[src/rtl/run_ctrl_pkg.sv]
// Shared types and default configuration for the run_ctrl program sequencer.
// Record fields are sized here, so an NPROG override must still fit in PW.
package run_ctrl_pkg;

    localparam int DEF_NPROG   = 3;
    localparam int DEF_RST_CYC = 2;
    localparam int DEF_TMO     = 4000;
    localparam int CW          = 16;
    localparam int PW          = (DEF_NPROG > 1) ? $clog2(DEF_NPROG) : 1;

    typedef enum logic [2:0] {
        IDLE,
        HOLD,
        RUN,
        REPORT,
        FINISH
    } state_e;

    typedef struct packed {
        logic [PW-1:0] prog;
        logic [CW-1:0] count;
        logic          tmo;
    } rec_t;

    function automatic logic is_busy(state_e s);
        return (s == HOLD) || (s == RUN) || (s == REPORT);
    endfunction

endpackage

[src/rtl/run_ctrl_if.sv]
// Harness-facing bundle of run_ctrl: start request, core handshake and record output.
interface run_ctrl_if;
    import run_ctrl_pkg::*;

    logic          start;
    logic          core_done;
    logic          core_reset;
    logic [PW-1:0] prog_idx;
    logic          busy;
    logic          rec_valid;
    logic [PW-1:0] rec_prog;
    logic [CW-1:0] rec_count;
    logic          rec_tmo;
    logic          all_done;

    modport master (
        output start,
        output core_done,
        input  core_reset,
        input  prog_idx,
        input  busy,
        input  rec_valid,
        input  rec_prog,
        input  rec_count,
        input  rec_tmo,
        input  all_done
    );

    modport slave (
        input  start,
        input  core_done,
        output core_reset,
        output prog_idx,
        output busy,
        output rec_valid,
        output rec_prog,
        output rec_count,
        output rec_tmo,
        output all_done
    );

endinterface

[src/rtl/run_ctrl_sat_counter.sv]
// Saturating up-counter with synchronous clear; clear wins over enable.
module sat_counter #(
    parameter int W = 16
) (
    input  logic         clk,
    input  logic         reset,
    input  logic         clear_i,
    input  logic         en_i,
    output logic [W-1:0] count_o,
    output logic         at_max_o
);

    logic [W-1:0] count_q;
    logic [W-1:0] count_d;

    assign at_max_o = &count_q;
    assign count_o  = count_q;

    always_comb begin
        count_d = count_q;
        if (clear_i) begin
            count_d = '0;
        end else if (en_i && !at_max_o) begin
            count_d = count_q + W'(1);
        end
    end

    always_ff @(posedge clk) begin
        if (reset) begin
            count_q <= '0;
        end else begin
            count_q <= count_d;
        end
    end

endmodule

[src/rtl/run_ctrl.sv]
// Sequencer that resets the core, times each program run and emits one record per program.
// Optional run-cycle timeout is enabled by defining RUN_CTRL_TIMEOUT_EN.
module run_ctrl
    import run_ctrl_pkg::*;
#(
    parameter int NPROG   = DEF_NPROG,
    parameter int RST_CYC = DEF_RST_CYC,
    parameter int TMO     = DEF_TMO
) (
    input logic        clk,
    input logic        reset,
    run_ctrl_if.slave  bus
);

    localparam int            HW        = (RST_CYC > 1) ? $clog2(RST_CYC) : 1;
    localparam logic [HW-1:0] HOLD_LOAD = HW'(RST_CYC - 1);
    localparam logic [PW-1:0] LAST_PROG = PW'(NPROG - 1);
    localparam logic [CW-1:0] TMO_LAST  = CW'(TMO - 1);
    localparam logic [CW-1:0] TMO_COUNT = CW'(TMO);
`ifdef RUN_CTRL_TIMEOUT_EN
    localparam bit            TMO_EN    = 1'b1;
`else
    localparam bit            TMO_EN    = 1'b0;
`endif

    state_e        state_q, state_d;
    logic [HW-1:0] hold_q, hold_d;
    logic [PW-1:0] prog_q, prog_d;
    rec_t          rec_q, rec_d;
    logic          rec_valid_q, rec_valid_d;
    logic          core_reset_q, core_reset_d;
    logic          busy_q, busy_d;
    logic          all_done_q, all_done_d;

    logic          cnt_clr;
    logic          cnt_en;
    logic          cnt_at_max;
    logic [CW-1:0] cnt;
    logic          run_done;
    logic          run_tmo;

    sat_counter #(.W(CW)) u_cycles (
        .clk      (clk),
        .reset    (reset),
        .clear_i  (cnt_clr),
        .en_i     (cnt_en),
        .count_o  (cnt),
        .at_max_o (cnt_at_max)
    );

    // A done in the timeout cycle wins, so the timeout term requires core_done low.
    assign run_done = (state_q == RUN) && bus.core_done;
    assign run_tmo  = TMO_EN && (state_q == RUN) && !bus.core_done && (cnt == TMO_LAST);

    always_ff @(posedge clk) begin
        if (reset) begin
            state_q      <= IDLE;
            hold_q       <= '0;
            prog_q       <= '0;
            rec_q        <= '0;
            rec_valid_q  <= 1'b0;
            core_reset_q <= 1'b1;
            busy_q       <= 1'b0;
            all_done_q   <= 1'b0;
        end else begin
            state_q      <= state_d;
            hold_q       <= hold_d;
            prog_q       <= prog_d;
            rec_q        <= rec_d;
            rec_valid_q  <= rec_valid_d;
            core_reset_q <= core_reset_d;
            busy_q       <= busy_d;
            all_done_q   <= all_done_d;
        end
    end

    always_comb begin
        state_d = state_q;
        unique case (state_q)
            IDLE, FINISH: if (bus.start) state_d = HOLD;
            HOLD:         if (hold_q == '0) state_d = RUN;
            RUN:          if (run_done || run_tmo) state_d = REPORT;
            REPORT:       state_d = (prog_q == LAST_PROG) ? FINISH : HOLD;
            default:      state_d = IDLE;
        endcase
    end

    // Outputs are registered from the next state so they line up with state_q.
    always_comb begin
        hold_d  = hold_q;
        prog_d  = prog_q;
        rec_d   = rec_q;
        cnt_clr = 1'b0;
        cnt_en  = 1'b0;
        case (state_q)
            IDLE, FINISH: begin
                if (bus.start) begin
                    hold_d = HOLD_LOAD;
                    prog_d = '0;
                end
            end
            HOLD: begin
                if (hold_q != '0) begin
                    hold_d = hold_q - HW'(1);
                end else begin
                    cnt_clr = 1'b1;
                end
            end
            RUN: begin
                cnt_en = !bus.core_done && !cnt_at_max;
                if (run_done) begin
                    rec_d = '{prog: prog_q, count: cnt, tmo: 1'b0};
                end else if (run_tmo) begin
                    rec_d = '{prog: prog_q, count: TMO_COUNT, tmo: 1'b1};
                end
            end
            REPORT: begin
                if (prog_q != LAST_PROG) begin
                    prog_d = prog_q + PW'(1);
                    hold_d = HOLD_LOAD;
                end
            end
            default: ;
        endcase
        core_reset_d = (state_d != RUN);
        busy_d       = is_busy(state_d);
        all_done_d   = (state_d == FINISH);
        rec_valid_d  = (state_d == REPORT);
    end

    assign bus.core_reset = core_reset_q;
    assign bus.prog_idx   = prog_q;
    assign bus.busy       = busy_q;
    assign bus.rec_valid  = rec_valid_q;
    assign bus.rec_prog   = rec_q.prog;
    assign bus.rec_count  = rec_q.count;
    assign bus.rec_tmo    = rec_q.tmo;
    assign bus.all_done   = all_done_q;

endmodule

[src/flat_wrapper.sv]
// flat-port wrapper written by rule: the top's interface ports become plain ports
module run_ctrl_flat import run_ctrl_pkg::*;
#(
    parameter int NPROG   = DEF_NPROG,
    parameter int RST_CYC = DEF_RST_CYC,
    parameter int TMO     = DEF_TMO
)
  (clk, reset, bus_start, bus_core_done, bus_core_reset, bus_prog_idx, bus_busy, bus_rec_valid, bus_rec_prog, bus_rec_count, bus_rec_tmo, bus_all_done);
  run_ctrl_if bus_i ();
  input logic clk;
  input logic reset;
  input wire logic [$bits(bus_i.start)-1:0] bus_start;
  input wire logic [$bits(bus_i.core_done)-1:0] bus_core_done;
  output wire logic [$bits(bus_i.core_reset)-1:0] bus_core_reset;
  output wire logic [$bits(bus_i.prog_idx)-1:0] bus_prog_idx;
  output wire logic [$bits(bus_i.busy)-1:0] bus_busy;
  output wire logic [$bits(bus_i.rec_valid)-1:0] bus_rec_valid;
  output wire logic [$bits(bus_i.rec_prog)-1:0] bus_rec_prog;
  output wire logic [$bits(bus_i.rec_count)-1:0] bus_rec_count;
  output wire logic [$bits(bus_i.rec_tmo)-1:0] bus_rec_tmo;
  output wire logic [$bits(bus_i.all_done)-1:0] bus_all_done;
  assign bus_i.start = bus_start;
  assign bus_i.core_done = bus_core_done;
  assign bus_core_reset = bus_i.core_reset;
  assign bus_prog_idx = bus_i.prog_idx;
  assign bus_busy = bus_i.busy;
  assign bus_rec_valid = bus_i.rec_valid;
  assign bus_rec_prog = bus_i.rec_prog;
  assign bus_rec_count = bus_i.rec_count;
  assign bus_rec_tmo = bus_i.rec_tmo;
  assign bus_all_done = bus_i.all_done;
  run_ctrl #(.NPROG(NPROG), .RST_CYC(RST_CYC), .TMO(TMO)) u_core (.clk(clk), .reset(reset), .bus(bus_i));
endmodule
[config.mk]
export PLATFORM = sky130hd
export DESIGN_NAME = run_ctrl_flat
export DESIGN_NICKNAME = d
export VERILOG_FILES = /design/src/rtl/run_ctrl_pkg.sv /design/src/rtl/run_ctrl_if.sv /design/src/rtl/run_ctrl_sat_counter.sv /design/src/rtl/run_ctrl.sv /design/src/flat_wrapper.sv
export SDC_FILE = /design/constraint.sdc
export NUM_CORES = 1
export LEC_CHECK = 0
export ABC_AREA = 1
export CAP_MARGIN = 20
export CORE_MARGIN = 2
export CORE_UTILIZATION = 60
export CTS_BUF_LIST = sky130_fd_sc_hd__clkbuf_8
export CTS_CLUSTER_SIZE = 25
export DETAILED_ROUTE_END_ITERATION = 16
export GPL_ROUTABILITY_DRIVEN = 0
export HOLD_SLACK_MARGIN = 0.08
export PLACE_DENSITY = 0.87
export REMOVE_ABC_BUFFERS = 1
export SLEW_MARGIN = 15
export SYNTH_ARGS = -nofsm -noshare
export SYNTH_HDL_FRONTEND = slang
export SYNTH_HIERARCHICAL = 1
export SYNTH_SLANG_ARGS = --single-unit
[constraint.sdc]
create_clock -name clk -period 3.8 [get_ports clk]
set_clock_uncertainty 0.1 [all_clocks]
set_input_delay 1.14 -clock clk [delete_from_list [all_inputs] [get_ports clk]]
set_output_delay 1.14 -clock clk [all_outputs]
set_load 0.05 [all_outputs]
==> results of run 1 <==
[routing by layer]
layer / global-route usage (%) / up-vias
li1: - / 973
met1: 30.0 / 853
met2: 39.2 / 58
met3: 5.41 / 8
met4: 8.33 / 0
met5: 0 / -
[layout make-up]
cell class / count / area (um2) / share of cell area, %
Sequential cell: 44 / 881 / 36.1
Inverter: 25 / 101 / 4.16
Multi-Input combinational cell: 212 / 1010 / 41.5
Timing Repair Buffer: 28 / 278 / 11.4
Clock inverter: 3 / 38.8 / 1.59
Tap cell: 46 / 57.6 / 2.36
Clock buffer: 5 / 68.8 / 2.82
[cell families after synthesis]
| family | Yosys count |
|---|---|
| AO/OA/AOI/OAI | 40 |
| buffers and inverters | 32 |
| other | 1 |
| AND/OR/NAND/NOR | 168 |
| adder cells (fa/ha/maj) | 2 |
| XOR/XNOR | 1 |
| flip-flops | 44 |
[power breakdown]
part           leakage, nW  internal [mW]  switching, mW  total, mW
Sequential           0.357          0.486         0.0162      0.502
Combinational        0.548         0.0660          0.143      0.209
Clock               0.0593          0.192          0.149      0.341
[tightest hold or removal path, stage by stage (launching register included)]
cell and delay [ns]:
dfxtp_1 0.33, nor2_1 0.05, nor2_1 0.08
[registers in the layout (all words and copies together) (netlist names)]
register                 flops
u_core/bus.all_done          1
u_core/bus.busy              1
u_core/bus.core_reset        1
u_core/bus.prog_idx          2
u_core/bus.rec_count        16
u_core/bus.rec_prog          2
u_core/bus.rec_valid         1
u_core/hold_q                1
u_core/state_q               3
u_core/u_cycles/count_o     16
[per-stage QoR]
| stage | cells | hold WS, ns |
|---|---|---|
| after CTS | 363 | 0.390 |
| after detailed placement | 355 | 0.372 |
| after global routing | 363 | 0.408 |
| after floorplan | 281 | 0.364 |
| after global placement | 355 | 0.360 |
| final | 363 | 0.386 |
[layout by cell type (no fill, tap or decap), drive strengths merged]
cell and n:
nor2 92, nand2 49, dfxtp 44, clkdlybuf4s50 27, o21ai 26, inv 26, nand3 18, a21oi 13
clkbuf 5, nor3 5, nand4 3, ha 2, bufinv 1, clkinv 1, a31oi 1, conb 1
or2 1, xnor2 1, buf 1
[worst min path at each step]
| stage | start | cells past startpoint | slack [ns] | to |
|---|---|---|---|---|
| after floorplan | u_core/hold_q | 2 | 0.36 | u_core/hold_q |
| after global placement | u_core/bus.rec_count[5] | 2 | 0.36 | u_core/bus.rec_count[5] |
| after detailed placement | u_core/bus.rec_count[0] | 2 | 0.37 | u_core/bus.rec_count[0] |
| after CTS | u_core/bus.rec_count[13] | 2 | 0.39 | u_core/bus.rec_count[13] |
| after global routing | u_core/bus.rec_count[1] | 2 | 0.41 | u_core/bus.rec_count[1] |
| final | u_core/bus.rec_count[0] | 2 | 0.39 | u_core/bus.rec_count[0] |
==> metrics.yaml, run 1 <==
outcome:
  outcome: "complete, no violations"
clock_tree:
  cts-resized-gates: 0
  clk_pin_slew_ns: 0.08
  htree_levels: 2
  cts-hold-fix-buffers: 0
  cts_tree: "built"
  cts_buffers: 5
  cts_sinks: 44
  cts_setup_buffers: 0
  clockBufferDepth: 2
  cts_root_buf: "clkbuf_8"
  clk_latency_ns: 0.29
sta:
  setup_viol: 0
  post-route-min-period_ns: 2.96
  slew_headroom_pct: 50.1
  rsz0062_at_grt: "no"
  post-route-worst-setup-slack_ns: 0.838
  period_share_pct: 77.9
  slew_violations: 0
  finalHoldViolCount: 0
  tns_ns: 0
  tightestPinTransition_ns: 0.743
  max_freq_mhz: 338
global_route:
  grt_max_degree: 22
  grt_pass1_vias: 1736
  gr-total-overflow: 0
  grt.total_usage_pct: 23.6
  antenna_found_initial: 0
  grt_first_pass_wirelength_mm: 7.43
logic_synthesis:
  synthTopCellsByArea: "dfxtp_1 43%, nor2_1 15%, nand2_1 8.0%"
  ys_types: 31
  yosysMostFrequentCell: "nor2_1"
  synth_top_family_by_area: "simple AND/OR/NAND/NOR gates"
  synthSimpleGateAreaFrac_pct: 37.2
  yosys-top-cells-count: "81 x nor2_1, 44 x dfxtp_1, 44 x nand2_1"
  synth_area_um2: 2060
  async_flop_share_pct: 0
  yosys_warnings: 6
  synth_top_area_share_pct: 42.8
  synthCells: 288
  ys_ff_latch: 44
  synth-edff-count: 0
  synth_xor_area_share_pct: 0.426
  synth_fa_ha_area_share_pct: 1.22
  synth_ff_type: "dfxtp_1"
  syn_area_per_cell_um2: 7.14
  synth_mux_area_share_pct: 0
  ys_seq_area_share_pct: 42.8
  synth_compound_area_share_pct: 10.2
  synth.largest_area_cell: "dfxtp_1"
detailed_routing:
  wl_mm: 4.21
  wl_met2_mm: 1.98
  met3WireLength_um: 266
  top_layer_used: "met4"
  via_count: 1892
  wl_per_cell_um: 11.6
  drc: 0
  ant_nets: 0
  viasPerCell: 5.21
  firstDrtPassIters: 4
  wl_met1_mm: 1.91
  drt_iter0_drc: 109
setup_path:
  worstPathArrival_ns: 3.05
  cp_data_required_time_ns: 3.89
  crit_slowest_cell: "nor3_1"
  critical_path_class: "in2reg"
  r2r_cells: 13
  path_delay_family: "simple AND/OR/NAND/NOR gates"
  path_common_cell: "nor2_1"
  crit_start: "bus_core_done"
  timing.rr.start: "u_core/u_cycles/count_o[0]"
  path_cells: "clkdlybuf4s50_1, nor3_1, inv_1, nor2_1, nand3_1, nor2_1, nand3_1, nand2_1, nor2_1"
  crit_cells: 9
  crit_end: "u_core/u_cycles/count_o[15]"
  path_buf_inv: 2
  r2r_setup_slack_ns: 1.24
  critical_path.max_fanout: 7
  timing.rr.end: "u_core/u_cycles/count_o[15]"
  setup.worst_path.start_class: "primary input"
  endpoint_kind: "register"
  max_stage_delay_ns: 0.65
power:
  vdd_drop_max_mv: 0.318
  p_leak_nw: 0.964
  powerDensity_nw_per_um2: 432
  p_total_mw: 1.05
die:
  initial_utilization_pct: 62.1
  die_w_um: 62.6
  core_um2: 3310
  dieArea_um2: 3910
  num_rows: 21
  die_h_um: 62.6
  io-pin-count: 29
finish:
  drive_gt1_share_pct: 10.4
  syn2layout_area_growth_pct: 18.5
  num-nets-final: 322
  fill_cells: 274
  finalCoreUtilization_pct: 73.6
  stdcell_area_um2: 2440
  diodes: 0
placement:
  io_buffers: 27
  dpl.hpwl_mm: 3.10
  place_ws_ns: 0.552
  place_area_um2: 2330
min_path:
  min_path_type: "reg2reg"
flow_run:
  maxCapViolCount: 0
Note: power is estimated with default switching activity, not from simulation.
==> inputs of run 2 (changes only) <==
CORE_UTILIZATION = 51   (was 60)
PLACE_DENSITY = 0.78   (was 0.87)
clock period = 2.7 ns   (was 3.8 ns; I/O delays follow)
==> run 2 against run 1 <==
  * Sequential share of layout area fell by 0.18 points
  * Critical endpoint is now bus_prog_idx[0]
  * Global-route usage shrank 3.1 points
  * Die area increased by 16%
  * Critical path depth fell by 8
==> metrics.yaml, run 2 (same netlist as run 1, synthesis figures left out) <==
outcome:
  outcome: "complete, no violations"
finish:
  final_common_cell: "nor2_1"
  fill_cells: 378
  num-nets-final: 323
  seqCellArea_um2: 881
  syn2layout_area_growth_pct: 19.1
  diodes: 0
  layout_common_cells: "81 x nor2_1, 44 x nand2_1, 44 x dfxtp_1, 27 x clkdlybuf4s50_1, 22 x o21ai_0"
  stdcell_area_um2: 2450
  instances_no_fill: 368
  drive_gt1_share_pct: 10.7
  multi_input_area_um2: 1010
flow_run:
  maxCapViolCount: 0
setup_path:
  max_stage_delay_ns: 0.83
  cp_data_required_time_ns: 1.79
  critical_path_class: "reg2out"
  path_delay_family: "buffers and inverters"
  endpoint_kind: "output port"
  setup.worst_path.start_class: "register"
  path_buf_inv: 1
  crit_start: "u_core/bus.prog_idx[0]"
  worstPathArrival_ns: 1.51
  critical_path.max_fanout: 5
  path_cells: "clkdlybuf4s50_1"
  timing.rr.start: "u_core/u_cycles/count_o[0]"
  crit_slowest_cell: "clkdlybuf4s50_1"
placement:
  place_area_um2: 2340
  io_buffers: 27
  dp_cells: 360
  dpl.hpwl_mm: 3.03
sta:
  max_freq_mhz: 413
  finalHoldViolCount: 0
  slew_headroom_pct: 62.4
  tightestPinTransition_ns: 0.563
  period_share_pct: 89.6
  whs_ns: 0.383
  post-route-min-period_ns: 2.42
  slew_violations: 0
  rsz0062_at_grt: "no"
  tns_ns: 0
  setup_viol: 0
power:
  powerDensity_nw_per_um2: 607
  p_total_mw: 1.49
  p_leak_nw: 0.970
  vdd_drop_max_mv: 0.354
die:
  num_rows: 23
  dieArea_um2: 4560
  core_um2: 3940
  initial_utilization_pct: 52.2
  die_h_um: 67.5
  io-pin-count: 29
  die_w_um: 67.5
global_route:
  grt.total_usage_pct: 20.5
  grt_first_pass_wirelength_mm: 7.13
  grt_max_degree: 22
  antenna_found_initial: 0
  gr-total-overflow: 0
  grt_pass1_vias: 1582
clock_tree:
  cts_tree: "built"
  cts-hold-fix-buffers: 0
  cts_sinks: 44
  htree_levels: 2
  cts-resized-gates: 0
  cts_root_buf: "clkbuf_8"
  clk_pin_slew_ns: 0.08
  clk_latency_ns: 0.30
  cts_setup_buffers: 0
  cts_buffers: 5
  clockBufferDepth: 2
detailed_routing:
  via_count: 1880
  viasPerCell: 5.11
  ant_nets: 0
  wl_mm: 4.16
  drt_iter0_drc: 117
  drc: 0
  firstDrtPassIters: 4
  wl_per_cell_um: 11.3
min_path:
  min_path_type: "reg2reg"
  min_from: "u_core/bus.rec_count[7]"
## run 2: final cells by class
type | instances | share of cell area (%)
multi-input combinational | 212 | 41.3
tap | 50 | 2.55
inverter | 25 | 4.14
timing repair buffer | 29 | 11.6
clock inverter | 3 | 1.58
sequential | 44 | 36.0
clock buffer | 5 | 2.81
## run 2: worst paths after layout
kind | slack [ns] | to | cells past startpoint
max | 0.28 | bus_prog_idx[0] | 1
min | 0.38 | u_core/bus.rec_count[7] | 2
max reg2reg | 0.54 | u_core/u_cycles/count_o[15] | 14
min reg2reg | 0.38 | u_core/bus.rec_count[7] | 2
## run 2: report_power, final
part | switching [mW] | leakage [nW] | internal [mW] | total (mW)
Combinational | 0.200 | 0.553 | 0.0940 | 0.294
Sequential | 0.0219 | 0.357 | 0.684 | 0.706
Clock | 0.217 | 0.0593 | 0.271 | 0.488
Total | 0.439 | 0.970 | 1.05 | 1.49
## run 2: metal layers
metal | track usage [%] | routed length, um
met1 | 26.6 | 1890
met2 | 33.0 | 1960
met3 | 5.00 | 271
met4 | 7.40 | 33
met5 | 0 | 0
## run 2: through the flow
stage                     util, %  setup slack, ns
final                        62.1            0.281
after global placement       59.4            0.262
after CTS                    62.1            0.261
after floorplan                 -            0.484
after global routing         62.1            0.212
after detailed placement     59.4            0.232
## run 2: worst register-to-register path: stages, from the launching register on
cell,delay (ns)
dfxtp_1,0.34
ha_1,0.23
nand2_1,0.15
nor2_4,0.06
nand2_4,0.11
nor2_8,0.07
nor3_1,0.19
buf_4,0.18
inv_1,0.08
nor2_1,0.11
nand3_1,0.08
nor2_1,0.14
nand3_1,0.09
nand2_1,0.07
nor2_1,0.04
==> inputs of run 3 (changes only) <==
CTS_CLUSTER_DIAMETER = 100   (was default)
==> results of run 3 <==
No change in the layout: final DEF, timing and power equal those of run 2.
